==> src/rtl/spi_burst_ram.sv <==
// Command-decoded RAM behind the SPI slave deserialiser: pointer set, write, and read with a ready/valid TX handshake.
// Define SPI_RAM_AUTOINC_EN to post-increment the pointers on WRITE and accepted READ (wrapping at MEM_DEPTH).
module spi_burst_ram #(
  parameter int DATA_W    = 8,
  parameter int ADDR_W    = 8,
  parameter int MEM_DEPTH = 256
) (
  input  logic              clk,
  input  logic              rst,
  input  logic [DATA_W+1:0] din,
  input  logic              rx_valid,
  input  logic              tx_ready,
  input  logic              clr_err,
  output logic [DATA_W-1:0] dout,
  output logic              tx_valid,
  output logic              overrun,
  output logic              addr_err
);

  typedef enum logic [1:0] {
    OP_SET_WADDR = 2'b00,
    OP_WRITE     = 2'b01,
    OP_SET_RADDR = 2'b10,
    OP_READ      = 2'b11
  } op_e;

  localparam logic [ADDR_W:0] DEPTH = (ADDR_W+1)'(MEM_DEPTH);

  logic [DATA_W-1:0] mem [MEM_DEPTH];

  op_e               op;
  logic [DATA_W-1:0] payload;
  logic [ADDR_W-1:0] payload_addr;
  logic              in_range;

  logic [ADDR_W-1:0] w_addr, w_addr_d;
  logic [ADDR_W-1:0] r_addr, r_addr_d;
  logic [DATA_W-1:0] dout_d;
  logic              tx_valid_d, overrun_d, addr_err_d;
  logic              mem_we;

  assign op           = op_e'(din[DATA_W+1:DATA_W]);
  assign payload      = din[DATA_W-1:0];
  assign payload_addr = payload[ADDR_W-1:0];
  assign in_range     = ({1'b0, payload_addr} < DEPTH);

`ifdef SPI_RAM_AUTOINC_EN
  localparam logic [ADDR_W-1:0] LAST = ADDR_W'(MEM_DEPTH - 1);

  // Wrap at MEM_DEPTH rather than 2**ADDR_W so a partial-depth RAM never addresses a missing word.
  function automatic logic [ADDR_W-1:0] next_addr(input logic [ADDR_W-1:0] a);
    return (a == LAST) ? '0 : a + ADDR_W'(1);
  endfunction
`else
  function automatic logic [ADDR_W-1:0] next_addr(input logic [ADDR_W-1:0] a);
    return a;
  endfunction
`endif

  always_comb begin
    // NOTE: every output of this block gets a default first, so no path can infer a latch.
    w_addr_d   = w_addr;
    r_addr_d   = r_addr;
    dout_d     = dout;
    tx_valid_d = tx_valid;
    overrun_d  = overrun & ~clr_err;
    addr_err_d = addr_err & ~clr_err;
    mem_we     = 1'b0;

    if (tx_valid && tx_ready) tx_valid_d = 1'b0;

    // Error sets come after the clr_err defaults so a same-cycle error wins.
    if (rx_valid) begin
      case (op)
        OP_SET_WADDR: begin
          if (in_range) w_addr_d = payload_addr;
          else          addr_err_d = 1'b1;
        end
        OP_WRITE: begin
          mem_we   = 1'b1;
          w_addr_d = next_addr(w_addr);
        end
        OP_SET_RADDR: begin
          if (in_range) r_addr_d = payload_addr;
          else          addr_err_d = 1'b1;
        end
        OP_READ: begin
          if (!tx_valid || tx_ready) begin
            dout_d     = mem[r_addr];
            tx_valid_d = 1'b1;
            r_addr_d   = next_addr(r_addr);
          end else begin
            overrun_d = 1'b1;
          end
        end
      endcase
    end
  end

  // NOTE: the memory array has no reset; its contents survive rst and it maps onto plain RAM.
  always_ff @(posedge clk) begin
    if (mem_we) mem[w_addr] <= payload;
  end

  // NOTE: sequential state uses non-blocking assignments so all registers update together at the edge.
  always_ff @(posedge clk or posedge rst) begin
    if (rst) begin
      w_addr   <= '0;
      r_addr   <= '0;
      dout     <= '0;
      tx_valid <= 1'b0;
      overrun  <= 1'b0;
      addr_err <= 1'b0;
    end else begin
      w_addr   <= w_addr_d;
      r_addr   <= r_addr_d;
      dout     <= dout_d;
      tx_valid <= tx_valid_d;
      overrun  <= overrun_d;
      addr_err <= addr_err_d;
    end
  end

endmodule
==> config.mk <==
export PLATFORM = sky130hd
export DESIGN_NAME = spi_burst_ram
export DESIGN_NICKNAME = d
export VERILOG_FILES = /design/src/rtl/spi_burst_ram.sv
export SDC_FILE = /design/constraint.sdc
export NUM_CORES = 2
export LEC_CHECK = 0
export BUFFER_PORTS_ARGS = -buffer_cell sky130_fd_sc_hd__buf_2
export CAP_MARGIN = 30
export CORE_ASPECT_RATIO = 1.75
export CORE_MARGIN = 2
export CORE_UTILIZATION = 59
export CTS_CLUSTER_DIAMETER = 40
export CTS_CLUSTER_SIZE = 14
export DETAILED_ROUTE_END_ITERATION = 12
export PLACE_DENSITY = 0.75
export SYNTH_ARGS = -nofsm -noshare
export SYNTH_HDL_FRONTEND = slang
export SYNTH_SLANG_ARGS = --single-unit
==> constraint.sdc <==
create_clock -name clk -period 3 [get_ports clk]
set_input_delay 0 -clock clk [delete_from_list [all_inputs] [get_ports clk]]
set_output_delay 0 -clock clk [all_outputs]
set_load 0.05 [all_outputs]
After elaboration in Yosys (flattened, before gate mapping)
Memories as Yosys holds them, arrays and structs flattened. A register that Yosys moved wholly into a read port is not among the register bits.
Cells that the tools add are included.
- register bits: 19
- memory bits (writable): 2048
- input bits: 15
- output and inout port bits: 11
- logic and storage cells: 30
- memories: 1
- memory list (name ; words ; width ; rd ports ; clocked after Yosys merged registers in ; write ports ; RTL line ; text):
    mem ; 256 ; 8 ; 1 ; 1 ; 1 ; 29 ; logic [DATA_W-1:0] mem [MEM_DEPTH];
- equality and inequality tests: 3
- multiplexer cells: 11
- bitwise operators: 3
- reductions and logical operators: 7
- operators by type and width (kind ; count):
    $mux 1 ; 11
    $eq 2x2->1 const B ; 2
    $reduce_and 2->1 ; 2
    $reduce_and 3->1 ; 1
    $and 1x1->1 ; 2
    $eq 2x1->1 const B ; 1
    $logic_not 2->1 ; 1
    $logic_and 1x1->1 ; 1
    $logic_not 1->1 ; 1
    $logic_or 1x1->1 ; 1
    $not 1->1 ; 1

Logic depth before layout (Yosys ltp)
- depth after elaboration: 5
- gate-level depth with buffers: 11
- gate-level depth less buffers: 7

Least setup slack after synthesis
OpenSTA, ideal clock, no wires.
- path kind: reg2reg
- from: register r_addr[0]
- to: register dout[4] (read register of mem)
- library setup time: 134 ps
- data arrival time: 2197 ps
- data required time: 2866 ps
- setup slack: 669 ps
- stages on the path, launching flop included: 12
- clock period less this slack: 2331 ps
- cells stage by stage: dfrtp_1 buf_6 buf_6 buf_6 buf_4 buf_4 mux2i_1 o22ai_1 a2111oi_0 a21oi_1 o2111ai_1 o211ai_1
- RTL lines (item ; RTL line ; text):
    start: declaration ; 37 ; logic [ADDR_W-1:0] r_addr, r_addr_d;
    start signal: assignment ; 116 ; r_addr <= r_addr_d;
    end: declaration ; 14 ; output logic [DATA_W-1:0] dout,

==> metrics.txt <==
DRC Markers=0; Seq cells post-synth=2075; detailed placer's ending HPWL=147000 um; Final period util=101%; Max Clk Rate=331 MHz; beginning of the critical path=r_addr[1]; Std-Cell Core Area=136000 um2; layout cells sized above 1=26.9%; Total GRT Usage=31.4%; crit path DAT=3730 ps; Static Leakage=30.8 nW; worst setup margin=-19.2 ps; DIE AREA=140000 um2; PortBufs=25; initial drt markers=5976; Least-Margin Pin Slew=929 ps; die span in x=284 um; Clock Latency Late Sink=820 ps; Period minus WS final=3020 ps; Post-synth EDFFs=2048; top-area cell type share of the netlist area=76.0%; synth top area cells=edfxtp_1 (76%), mux4_2 (9.0%), mux2i_1 (5.2%); Layout area overhead=15.2%; WHS=77.9 ps; CP Data Required Time=3720 ps; global-route wire length before repair=312000 um; Worst-path clk slew=70 ps; CTS tree=done; DR pass1 iterations=6; largest net degree at the start of global routing=114; r2r startpoint=r_addr[1]; final core utilization=68.6%; Worst setup EP type=flop; max incr delay on CP=550 ps; Worst path slowest cell=dfrtp_4; Nets=4722; Seq/Total Area, Yosys=76.9%; Cells after DPL=6302; Tightest Hold Check Type=in2reg; CP startpoint kind=flop; status=finished with violations; Avg Cell Area, Syn=19.9 um2; busiest layer in global routing=met2; Synth area leader=edfxtp_1; TNS Setup=-37.4 ps; Hold Vio Cnt, Final=0; Routed Antenna Nets=0; Non-Filler Instances=6603; initial antenna violation count=4; row cnt=179; starting density of the core=59.5%; RSZ-0062 raised after global routing=yes; Via density=6.67; H-Tree Depth=4; Final Setup Violations=2; post-synthesis cell count=4075; synthesized area=80900 um2; Slew HR=37.9%; leading cell types in the layout, fill and taps excluded=edfxtp_1 (2048), buf_4 (583), mux2i_1 (419), mux4_2 (324), nor2_1 (280); CP cell instances=buf_2 -> or3b_4 -> buf_4 -> o22ai_1 -> a211oi_1 -> buf_4 -> a311oi_1 -> o21ai_0 -> or4_4 -> o211ai_1; placer's final routability congestion estimate=0.936; WS Path Type=reg2reg; routed wire length per instance=33.1 um; syn nets=4090; VDD IR-drop max=0.000564 V; CP max FO=7; GR Layer Usage met2=54.2%; total global routing overflow=0; Longest Clk Path Bufs=3; Post-synth ARST share=1.30%; max-cap check violation count=0; vias in the first global route=45100; Worst Skew=35.2 ps; most used cell, CP=buf_4; Design Power=63.5 mW; met1 usage=35.2%; Root Buffer=clkbuf_16; DRT Wirelength=218000 um; clock sinks=2075; failing checks=negative setup slack; commonest non-fill, non-tap cell in the layout=edfxtp_1; die outline height=494 um; # IOs=26; via count=44000; TritonCTS Buffers=171; grt met3 use=4.76%; yosys warns=0; Max Slew Vio Count=0; PD cells=681 nW/um2; ys flop type=edfxtp_1; worst reg-to-reg setup slack=-20 ps; hold path startpoint=tx_ready; Distinct cells, synth=60
-- Yosys cell counts, types with 16 or more instances --
cell,count
edfxtp_1,2048
a211oi_1,43
o22ai_1,111
mux2i_1,419
nand3_1,35
a221oi_1,36
a21oi_1,70
buf_4,39
clkbuf_1,97
nor2_1,286
buf_2,54
o21ai_0,31
nand2_1,111
dfrtp_1,27
buf_6,32
mux2_2,16
a22oi_1,40
mux4_2,324
o221ai_1,70
-- sequential cells by signal, summed over array words and instances, names as in the netlist --
register and cells:
tx_valid 1, dout 8, overrun 1, w_addr 8, mem 2048, r_addr 8
addr_err 1
-- worst max-delay path: cells and delay by family, from the launching register on --
kind            cells  cell delay (ps)
simple gates        2              950
compound gates      5              840
buf+inv             3              580
flops               1              550
-- routing by layer --
metal  up-vias  part of all wire, %
met5         -                    0
met4         0                  8.9
met3       705                  8.2
met2      2758                   52
met1     22600                   31
li1      18000                    -
-- power breakdown --
group / switching [mW] / internal (mW) / total, mW
logic: 6.32 / 4.28 / 10.6
clock network: 9.77 / 11.0 / 20.7
registers: 0.201 / 32.0 / 32.2
total: 16.3 / 47.2 / 63.5
-- logic make-up after synthesis --
family / count (synthesis) / synth area share (%)
flops: 2075 / 76.9
mux: 759 / 14.4
simple gates: 516 / 2.73
compound gates: 472 / 4.12
buf+inv: 253 / 1.87
-- worst paths after layout --
| check | cells past startpoint | endpoint |
|---|---|---|
| min in group asynchronous | 5 | tx_valid |
| max | 10 | dout[0] |
| max in group asynchronous | 5 | r_addr[4] |
| min reg2reg | 1 | r_addr[7] |
| max reg2reg | 10 | dout[0] |
| min | 4 | tx_valid |
-- area by class of cell --
type	count	area (um2)
Clock buffer	237	4690
Clock inverter	21	279
Sequential cell	2075	62200
Antenna cell	1	2.50
Inverter	7	32.5
Tap cell	1810	2260
Timing Repair Buffer	705	6230
Multi-Input combinational cell	1747	17500
Fill cell	8280	42800
-- per-stage QoR --
step,setup WS [ps],area (um2)
3_3_place_gp,-514,87500
4_1_cts,-40.6,92800
6_report,-19.2,93200
2_1_floorplan,669,80900
5_1_grt,-13.2,93200
3_5_place_dp,-500,87500
-- what timing repair did --
item	in CTS	in global routing
endpoints found under the hold margin	697	0
gates resized for setup	26	43
hold buffers	20	0
endpoints found under the setup margin	8	7
buffers inserted	0	22
pin swaps	4	6
cloned	1	0
(Power assumes the default switching activity.)
